## config.mk

```make
export PLATFORM = sky130hd
export DESIGN_NAME = dcache_axi_master_flat
export DESIGN_NICKNAME = d
export VERILOG_FILES = /design/src/rtl/dcache_axi_master_pkg.sv /design/src/rtl/dcache_axi_master_if.sv /design/src/rtl/dcache_axi_master.sv /design/src/flat_wrapper.sv
export SDC_FILE = /design/constraint.sdc
export NUM_CORES = 1
export LEC_CHECK = 0
export BUFFER_PORTS_ARGS = -buffer_cell sky130_fd_sc_hd__buf_2
export CAP_MARGIN = 10
export CORE_AREA = 2 2 164 166
export CTS_CLUSTER_DIAMETER = 150
export CTS_CLUSTER_SIZE = 30
export DETAILED_ROUTE_END_ITERATION = 16
export DIE_AREA = 0 0 166 168
export PLACE_DENSITY_LB_ADDON = 0.1
export SYNTH_ARGS = -nofsm -noshare
export SYNTH_HDL_FRONTEND = slang
export SYNTH_SLANG_ARGS = --single-unit
```

## constraint.sdc

```tcl
create_clock -name clk -period 4.8 [get_ports clk]
set_input_delay 0.48 -clock clk [delete_from_list [all_inputs] [get_ports clk]]
set_output_delay 0.48 -clock clk [all_outputs]
set_load 0.02 [all_outputs]
```

## src/rtl/dcache_axi_master_pkg.sv

```systemverilog
// Shared bus/cache definitions for the data-cache AXI4 master: widths,
// AXI encodings and the bridge state machine encoding.
package dcache_axi_master_pkg;

    localparam int AXI_ADDR_W = 32;
    localparam int AXI_DATA_W = 64;
    localparam int AXI_ID_W   = 4;
    localparam int AXI_STRB_W = AXI_DATA_W / 8;

    localparam logic [1:0] INCR      = 2'b01;
    localparam logic [1:0] OKAY      = 2'b00;
    localparam logic [2:0] FILL_SIZE = 3'b011;

    typedef enum logic [2:0] {
        ST_IDLE,
        ST_AR,
        ST_R,
        ST_AWW,
        ST_B
    } state_t;

    // Line fills always start on a 16-byte boundary.
    function automatic logic [AXI_ADDR_W-1:0] line_align(input logic [AXI_ADDR_W-1:0] addr);
        return {addr[AXI_ADDR_W-1:4], 4'b0000};
    endfunction

endpackage

```

## src/rtl/dcache_axi_master_if.sv

```systemverilog
// AXI4 system-bus channels seen by the data-cache master.
interface dcache_axi_master_if;
    import dcache_axi_master_pkg::*;

    logic [AXI_ID_W-1:0]   ARID;
    logic [AXI_ADDR_W-1:0] ARADDR;
    logic [3:0]            ARLEN;
    logic [2:0]            ARSIZE;
    logic [1:0]            ARBURST;
    logic                  ARVALID;
    logic                  ARREADY;

    logic [AXI_ID_W-1:0]   RID;
    logic [AXI_DATA_W-1:0] RDATA;
    logic [1:0]            RRESP;
    logic                  RLAST;
    logic                  RVALID;
    logic                  RREADY;

    logic [AXI_ID_W-1:0]   AWID;
    logic [AXI_ADDR_W-1:0] AWADDR;
    logic [3:0]            AWLEN;
    logic [2:0]            AWSIZE;
    logic [1:0]            AWBURST;
    logic                  AWVALID;
    logic                  AWREADY;

    logic [AXI_DATA_W-1:0] WDATA;
    logic [AXI_STRB_W-1:0] WSTRB;
    logic                  WLAST;
    logic                  WVALID;
    logic                  WREADY;

    logic [AXI_ID_W-1:0]   BID;
    logic [1:0]            BRESP;
    logic                  BVALID;
    logic                  BREADY;

    modport master (
        output ARID, ARADDR, ARLEN, ARSIZE, ARBURST, ARVALID, input ARREADY,
        input  RID, RDATA, RRESP, RLAST, RVALID, output RREADY,
        output AWID, AWADDR, AWLEN, AWSIZE, AWBURST, AWVALID, input AWREADY,
        output WDATA, WSTRB, WLAST, WVALID, input WREADY,
        input  BID, BRESP, BVALID, output BREADY
    );

    modport slave (
        input  ARID, ARADDR, ARLEN, ARSIZE, ARBURST, ARVALID, output ARREADY,
        output RID, RDATA, RRESP, RLAST, RVALID, input RREADY,
        input  AWID, AWADDR, AWLEN, AWSIZE, AWBURST, AWVALID, output AWREADY,
        input  WDATA, WSTRB, WLAST, WVALID, output WREADY,
        output BID, BRESP, BVALID, input BREADY
    );

endinterface

```

## src/rtl/dcache_axi_master.sv

```systemverilog
// Turns L1 data-cache miss / uncached / write-through requests into AXI4
// transactions: burst line fills, single-beat reads and single-beat writes.
module dcache_axi_master
    import dcache_axi_master_pkg::*;
#(
    parameter logic [3:0] AXI_ID     = 4'd1,
    parameter int         FILL_BEATS = 2
) (
    input  logic                  clk,
    input  logic                  rst,
    input  logic                  D_req,
    input  logic [AXI_ADDR_W-1:0] D_addr,
    input  logic                  D_write,
    input  logic [AXI_DATA_W-1:0] D_in,
    input  logic [2:0]            D_type,
    input  logic [AXI_STRB_W-1:0] D_strobe,
    input  logic                  D_burst,
    output logic [AXI_DATA_W-1:0] D_out,
    output logic                  D_valid,
    output logic                  D_wait,
    output logic                  bus_err,
    dcache_axi_master_if.master   axi
);

    localparam logic [1:0] LAST_BEAT = 2'(FILL_BEATS - 1);

    state_t                state_reg;
    logic                  burst_reg;
    logic [1:0]            beat_reg;
    logic                  err_reg;
    logic                  arvalid_reg, rready_reg, awvalid_reg, wvalid_reg, bready_reg;
    logic [AXI_ADDR_W-1:0] araddr_reg, awaddr_reg;
    logic [3:0]            arlen_reg;
    logic [2:0]            arsize_reg, awsize_reg;
    logic [1:0]            arburst_reg, awburst_reg;
    logic [AXI_DATA_W-1:0] wdata_reg;
    logic [AXI_STRB_W-1:0] wstrb_reg;
    logic                  wlast_reg;

    logic r_last_beat, aw_done, w_done, done;
    logic unused_bits;

    // The beat counter, not RLAST, decides when the read is over.
    assign r_last_beat = burst_reg ? (beat_reg == LAST_BEAT) : (beat_reg == 2'd0);
    assign aw_done     = !awvalid_reg || axi.AWREADY;
    assign w_done      = !wvalid_reg  || axi.WREADY;
    assign done        = ((state_reg == ST_R) && axi.RVALID && r_last_beat) ||
                         ((state_reg == ST_B) && axi.BVALID);

    assign D_out   = axi.RDATA;
    assign D_valid = rready_reg && axi.RVALID;
    assign D_wait  = (state_reg == ST_IDLE) ? D_req : !done;
    assign bus_err = err_reg;

    assign axi.ARID    = AXI_ID;
    assign axi.ARADDR  = araddr_reg;
    assign axi.ARLEN   = arlen_reg;
    assign axi.ARSIZE  = arsize_reg;
    assign axi.ARBURST = arburst_reg;
    assign axi.ARVALID = arvalid_reg;
    assign axi.RREADY  = rready_reg;
    assign axi.AWID    = AXI_ID;
    assign axi.AWADDR  = awaddr_reg;
    assign axi.AWLEN   = 4'd0;
    assign axi.AWSIZE  = awsize_reg;
    assign axi.AWBURST = awburst_reg;
    assign axi.AWVALID = awvalid_reg;
    assign axi.WDATA   = wdata_reg;
    assign axi.WSTRB   = wstrb_reg;
    assign axi.WLAST   = wlast_reg;
    assign axi.WVALID  = wvalid_reg;
    assign axi.BREADY  = bready_reg;

    assign unused_bits = &{1'b0, D_type[2], axi.RID, axi.BID};

    always_ff @(posedge clk or posedge rst) begin
        if (rst) begin
            state_reg   <= ST_IDLE;
            burst_reg   <= 1'b0;
            beat_reg    <= 2'd0;
            err_reg     <= 1'b0;
            arvalid_reg <= 1'b0;
            rready_reg  <= 1'b0;
            awvalid_reg <= 1'b0;
            wvalid_reg  <= 1'b0;
            bready_reg  <= 1'b0;
            araddr_reg  <= '0;
            awaddr_reg  <= '0;
            arlen_reg   <= 4'd0;
            arsize_reg  <= 3'd0;
            awsize_reg  <= 3'd0;
            arburst_reg <= 2'd0;
            awburst_reg <= 2'd0;
            wdata_reg   <= '0;
            wstrb_reg   <= '0;
            wlast_reg   <= 1'b0;
        end else begin
            case (state_reg)
                ST_IDLE: begin
                    if (D_req) begin
                        burst_reg <= D_burst && !D_write;
                        if (D_write) begin
                            awaddr_reg  <= D_addr;
                            awsize_reg  <= {1'b0, D_type[1:0]};
                            awburst_reg <= INCR;
                            wdata_reg   <= D_in;
                            wstrb_reg   <= ~D_strobe;
                            wlast_reg   <= 1'b1;
                            awvalid_reg <= 1'b1;
                            wvalid_reg  <= 1'b1;
                            state_reg   <= ST_AWW;
                        end else begin
                            araddr_reg  <= D_burst ? line_align(D_addr) : D_addr;
                            arlen_reg   <= D_burst ? 4'(FILL_BEATS - 1) : 4'd0;
                            arsize_reg  <= D_burst ? FILL_SIZE : {1'b0, D_type[1:0]};
                            arburst_reg <= INCR;
                            arvalid_reg <= 1'b1;
                            state_reg   <= ST_AR;
                        end
                    end
                end
                ST_AR: begin
                    if (axi.ARREADY) begin
                        arvalid_reg <= 1'b0;
                        rready_reg  <= 1'b1;
                        beat_reg    <= 2'd0;
                        state_reg   <= ST_R;
                    end
                end
                ST_R: begin
                    if (axi.RVALID) begin
                        beat_reg <= beat_reg + 2'd1;
                        if ((axi.RLAST != r_last_beat) || (axi.RRESP != OKAY))
                            err_reg <= 1'b1;
                        if (r_last_beat) begin
                            rready_reg <= 1'b0;
                            state_reg  <= ST_IDLE;
                        end
                    end
                end
                ST_AWW: begin
                    if (awvalid_reg && axi.AWREADY) awvalid_reg <= 1'b0;
                    if (wvalid_reg && axi.WREADY)   wvalid_reg  <= 1'b0;
                    if (aw_done && w_done) begin
                        bready_reg <= 1'b1;
                        state_reg  <= ST_B;
                    end
                end
                ST_B: begin
                    if (axi.BVALID) begin
                        if (axi.BRESP != OKAY) err_reg <= 1'b1;
                        bready_reg <= 1'b0;
                        state_reg  <= ST_IDLE;
                    end
                end
                default: state_reg <= ST_IDLE;
            endcase
        end
    end

endmodule

```

## src/flat_wrapper.sv

```systemverilog
// flat-port wrapper written by rule: the top's interface ports become plain ports
module dcache_axi_master_flat import dcache_axi_master_pkg::*;
#(
    parameter logic [3:0] AXI_ID     = 4'd1,
    parameter int         FILL_BEATS = 2
)
  (clk, rst, D_req, D_addr, D_write, D_in, D_type, D_strobe, D_burst, D_out, D_valid, D_wait, bus_err, axi_ARID, axi_ARADDR, axi_ARLEN, axi_ARSIZE, axi_ARBURST, axi_ARVALID, axi_ARREADY, axi_RID, axi_RDATA, axi_RRESP, axi_RLAST, axi_RVALID, axi_RREADY, axi_AWID, axi_AWADDR, axi_AWLEN, axi_AWSIZE, axi_AWBURST, axi_AWVALID, axi_AWREADY, axi_WDATA, axi_WSTRB, axi_WLAST, axi_WVALID, axi_WREADY, axi_BID, axi_BRESP, axi_BVALID, axi_BREADY);
  dcache_axi_master_if axi_i ();
  input  logic clk;
  input  logic rst;
  input  logic D_req;
  input  logic [AXI_ADDR_W-1:0] D_addr;
  input  logic D_write;
  input  logic [AXI_DATA_W-1:0] D_in;
  input  logic [2:0] D_type;
  input  logic [AXI_STRB_W-1:0] D_strobe;
  input  logic D_burst;
  output logic [AXI_DATA_W-1:0] D_out;
  output logic D_valid;
  output logic D_wait;
  output logic bus_err;
  output wire logic [$bits(axi_i.ARID)-1:0] axi_ARID;
  output wire logic [$bits(axi_i.ARADDR)-1:0] axi_ARADDR;
  output wire logic [$bits(axi_i.ARLEN)-1:0] axi_ARLEN;
  output wire logic [$bits(axi_i.ARSIZE)-1:0] axi_ARSIZE;
  output wire logic [$bits(axi_i.ARBURST)-1:0] axi_ARBURST;
  output wire logic [$bits(axi_i.ARVALID)-1:0] axi_ARVALID;
  input wire logic [$bits(axi_i.ARREADY)-1:0] axi_ARREADY;
  input wire logic [$bits(axi_i.RID)-1:0] axi_RID;
  input wire logic [$bits(axi_i.RDATA)-1:0] axi_RDATA;
  input wire logic [$bits(axi_i.RRESP)-1:0] axi_RRESP;
  input wire logic [$bits(axi_i.RLAST)-1:0] axi_RLAST;
  input wire logic [$bits(axi_i.RVALID)-1:0] axi_RVALID;
  output wire logic [$bits(axi_i.RREADY)-1:0] axi_RREADY;
  output wire logic [$bits(axi_i.AWID)-1:0] axi_AWID;
  output wire logic [$bits(axi_i.AWADDR)-1:0] axi_AWADDR;
  output wire logic [$bits(axi_i.AWLEN)-1:0] axi_AWLEN;
  output wire logic [$bits(axi_i.AWSIZE)-1:0] axi_AWSIZE;
  output wire logic [$bits(axi_i.AWBURST)-1:0] axi_AWBURST;
  output wire logic [$bits(axi_i.AWVALID)-1:0] axi_AWVALID;
  input wire logic [$bits(axi_i.AWREADY)-1:0] axi_AWREADY;
  output wire logic [$bits(axi_i.WDATA)-1:0] axi_WDATA;
  output wire logic [$bits(axi_i.WSTRB)-1:0] axi_WSTRB;
  output wire logic [$bits(axi_i.WLAST)-1:0] axi_WLAST;
  output wire logic [$bits(axi_i.WVALID)-1:0] axi_WVALID;
  input wire logic [$bits(axi_i.WREADY)-1:0] axi_WREADY;
  input wire logic [$bits(axi_i.BID)-1:0] axi_BID;
  input wire logic [$bits(axi_i.BRESP)-1:0] axi_BRESP;
  input wire logic [$bits(axi_i.BVALID)-1:0] axi_BVALID;
  output wire logic [$bits(axi_i.BREADY)-1:0] axi_BREADY;
  assign axi_ARID = axi_i.ARID;
  assign axi_ARADDR = axi_i.ARADDR;
  assign axi_ARLEN = axi_i.ARLEN;
  assign axi_ARSIZE = axi_i.ARSIZE;
  assign axi_ARBURST = axi_i.ARBURST;
  assign axi_ARVALID = axi_i.ARVALID;
  assign axi_i.ARREADY = axi_ARREADY;
  assign axi_i.RID = axi_RID;
  assign axi_i.RDATA = axi_RDATA;
  assign axi_i.RRESP = axi_RRESP;
  assign axi_i.RLAST = axi_RLAST;
  assign axi_i.RVALID = axi_RVALID;
  assign axi_RREADY = axi_i.RREADY;
  assign axi_AWID = axi_i.AWID;
  assign axi_AWADDR = axi_i.AWADDR;
  assign axi_AWLEN = axi_i.AWLEN;
  assign axi_AWSIZE = axi_i.AWSIZE;
  assign axi_AWBURST = axi_i.AWBURST;
  assign axi_AWVALID = axi_i.AWVALID;
  assign axi_i.AWREADY = axi_AWREADY;
  assign axi_WDATA = axi_i.WDATA;
  assign axi_WSTRB = axi_i.WSTRB;
  assign axi_WLAST = axi_i.WLAST;
  assign axi_WVALID = axi_i.WVALID;
  assign axi_i.WREADY = axi_WREADY;
  assign axi_i.BID = axi_BID;
  assign axi_i.BRESP = axi_BRESP;
  assign axi_i.BVALID = axi_BVALID;
  assign axi_BREADY = axi_i.BREADY;
  dcache_axi_master #(.AXI_ID(AXI_ID), .FILL_BEATS(FILL_BEATS)) u_core (.clk(clk), .rst(rst), .D_req(D_req), .D_addr(D_addr), .D_write(D_write), .D_in(D_in), .D_type(D_type), .D_strobe(D_strobe), .D_burst(D_burst), .D_out(D_out), .D_valid(D_valid), .D_wait(D_wait), .bus_err(bus_err), .axi(axi_i));
endmodule
```

==> reports/results.tsv <==
metric	value	unit
grt_start_max_net_pins	91	
ioPinCount	429	
rows	60	
power	6.39	mW
fill_cells	2689	
arrival	3.15	ns
coreArea	26400	sq um
cts_tree	yes	
insertion_delay	0.42	ns
grt_pass1_wl	26.6	mm
startpoint	u_core.state_reg[0]	
cts-buffers-inserted	17	
antenna_found_initial	2	
initial_core_util	25.4	%
dp_hpwl	12.5	mm
synth_compound_area_share	3.78	%
ys_warn_count	0	
syn_area	6680	sq um
drt-initial-drc-count	162	
finalNetCount	900	
drc	0	
reg2reg_depth	4	
maxCapViolCount	0	
outcome	completed	
slew_viol_final	0	
cts_resized	0	
via_count	4421	
root_buffer	clkbuf_16	
grt_remaining_overflow	0	
postPlaceCellArea	7840	sq um
grt_pass1_vias	4695	
tns	0	ns
ys.flop_type	dfrtp_1	
final_area	8480	sq um
crit_cells	4	
max_stage_delay	0.93	ns
synth_edf_count	0	
num_antenna_cells	0	
synth_cells	493	
largest_register_ffs	64	
cp_slowest_cell	nor2b_4	
synth-seq-cells	155	
wire_per_inst	16.1	microns
crit_type	reg -> reg	
port_buffers	272	
synth_cell_type_count	39	
cp-end-kind	flop	
place_ws	1.84	ns
drive_gt1_share	60.3	%
critPathLaunchType	flop	
cp_cell_sequence	nor4b_4 -> nor2b_4 -> buf_4 -> mux2_2	
synth_fa_ha_area_share	0.749	%
ant_nets	0	
synth_top_family_by_area	multiplexers	
routed_via_density	4.19	
die_w	166	microns
hold_ws	0.215	ns
cts-htree-levels	4	
yosys.area_share.simple	3.56	%
yosysSeqAreaShare	58.1	%
dieArea	27900	sq um
fmax	351	MHz
fin_crit_sh	59.3	%
clkTransAtPathRegs	0.07	ns
rsz0062_at_grt	false	
cp_max_fo	34	
post_cts_buffers	0	
r2r-start	u_core.state_reg[0]	
worst_slew_margin_rel	30.8	%
synthXorXnorAreaFrac	0.131	%
hp-class	in -> async	
cp_top_family	simple AND/OR/NAND/NOR gates	
yosysTopAreaCellShare	58.1	%
p_leak	4.12	nW
final.setup.worst_slack	1.95	ns
cts_hold_buf	0	
tightest_slew	1.04	ns
crit_buf_inv	1	
async_reset_ff_share	100	%
p_per_area	753	nW/um^2
place_congestion	0.742	
muxShareOfSynthArea	21.6	%
fin_skew	0.0159	ns
peakVddDrop	257	uV
fin_crit	2.85	ns
critical_path_required	5.10	ns
hold_viol	0	
fin_cells	1056	
routed_wl	17.0	mm
dr.pass1.iters	5	
syn_avg_cell_area	13.6	sq um
finalSetupViolations	0	
yosysTopAreaCell	dfrtp_1	
synth.area.top_cells	dfrtp_1 58%, mux2_2 20%, buf_4 9.8%	
dp.cells	1024	
utilization	32.2	%
cts.path.max_buffers	2	
grt_usage	12.2	%
clock-sinks	155	
dieHeight	168	microns
syn_to_final_growth	26.9	%
cells in the mapped netlist (all sizes together), types with 3 or more instances:
cell    number
a21oi        3
a22oi        3
buf         98
clkbuf       6
dfrtp      155
ha           4
inv         15
mux2       127
nand2       19
nand3b       4
nor2         9
nor2b        3
o21ai       18
o41ai        3
path summary, 6_finish.rpt:
path / end / slack [ns]
max in group asynchronous: u_core.state_reg[0] / 3.57
worst max-delay path: u_core.axi.ARADDR[11] / 1.95
worst min register to register: u_core.axi.ARBURST[0] / 0.47
min in group clk: u_core.axi.WSTRB[5] / 0.24
worst min-delay path: u_core.axi.WDATA[33] / 0.22
worst max register to register: u_core.axi.ARADDR[11] / 1.95
where the power goes:
group | internal (mW) | total (mW) | switching, mW | leakage, nW
logic | 1.06 | 2.62 | 1.56 | 1.97
clock network | 0.855 | 1.45 | 0.598 | 0.309
registers | 1.96 | 2.31 | 0.356 | 1.84
total | 3.87 | 6.39 | 2.52 | 4.12
final cells by class:
cell class                      instances  area, sq um  share of cell area (%)
Sequential cell                       155         3880                    45.8
Clock inverter                         14          198                    2.33
Multi-Input combinational cell        236         2070                    24.5
Clock buffer                           18          439                    5.18
Timing Repair Buffer                  277         1400                    16.5
Tap cell                              341          427                    5.03
Inverter                               15         61.3                   0.723
cells in the final DEF, fill, tap and decap left out, types with 2 or more instances in the layout:
cell       count
o31ai_1        2
buf_4          5
o21ai_0       18
bufinv_16      3
buf_2        272
nor2_1         9
inv_1         14
ha_1           4
mux2_1        11
nand2_1       18
nand3b_1       4
mux2_2       116
clkbuf_16     17
nor2b_1        2
a21oi_1        3
dfrtp_1      155
inv_6          6
a31oi_1        2
conb_1        19
inv_8          2
clkinv_4       2
a22oi_1        3
o41ai_1        3
and2_1         2
or2_2          2
per-layer routing:
metal,global-route usage [%],routed length (microns),vias to the layer above
met1,13.6,6610,2148
met3,6.46,1960,45
met4,4.88,339,4
li1,-,-,2001
met5,0,27,-
met2,19.5,8070,223
logic make-up (layout without fill, tap and decap cells):
kind of cell / after synthesis / count (layout)
AOI/OAI and AO/OA: 39 / 39
xor gates and xnor gates: 1 / 1
adders and majority gates: 4 / 4
buffers and inverters: 119 / 324
DFF: 155 / 155
muxes: 128 / 128
other: 2 / 19
and+or+nand+nor: 45 / 45
Power figures use the tool's default switching activity.
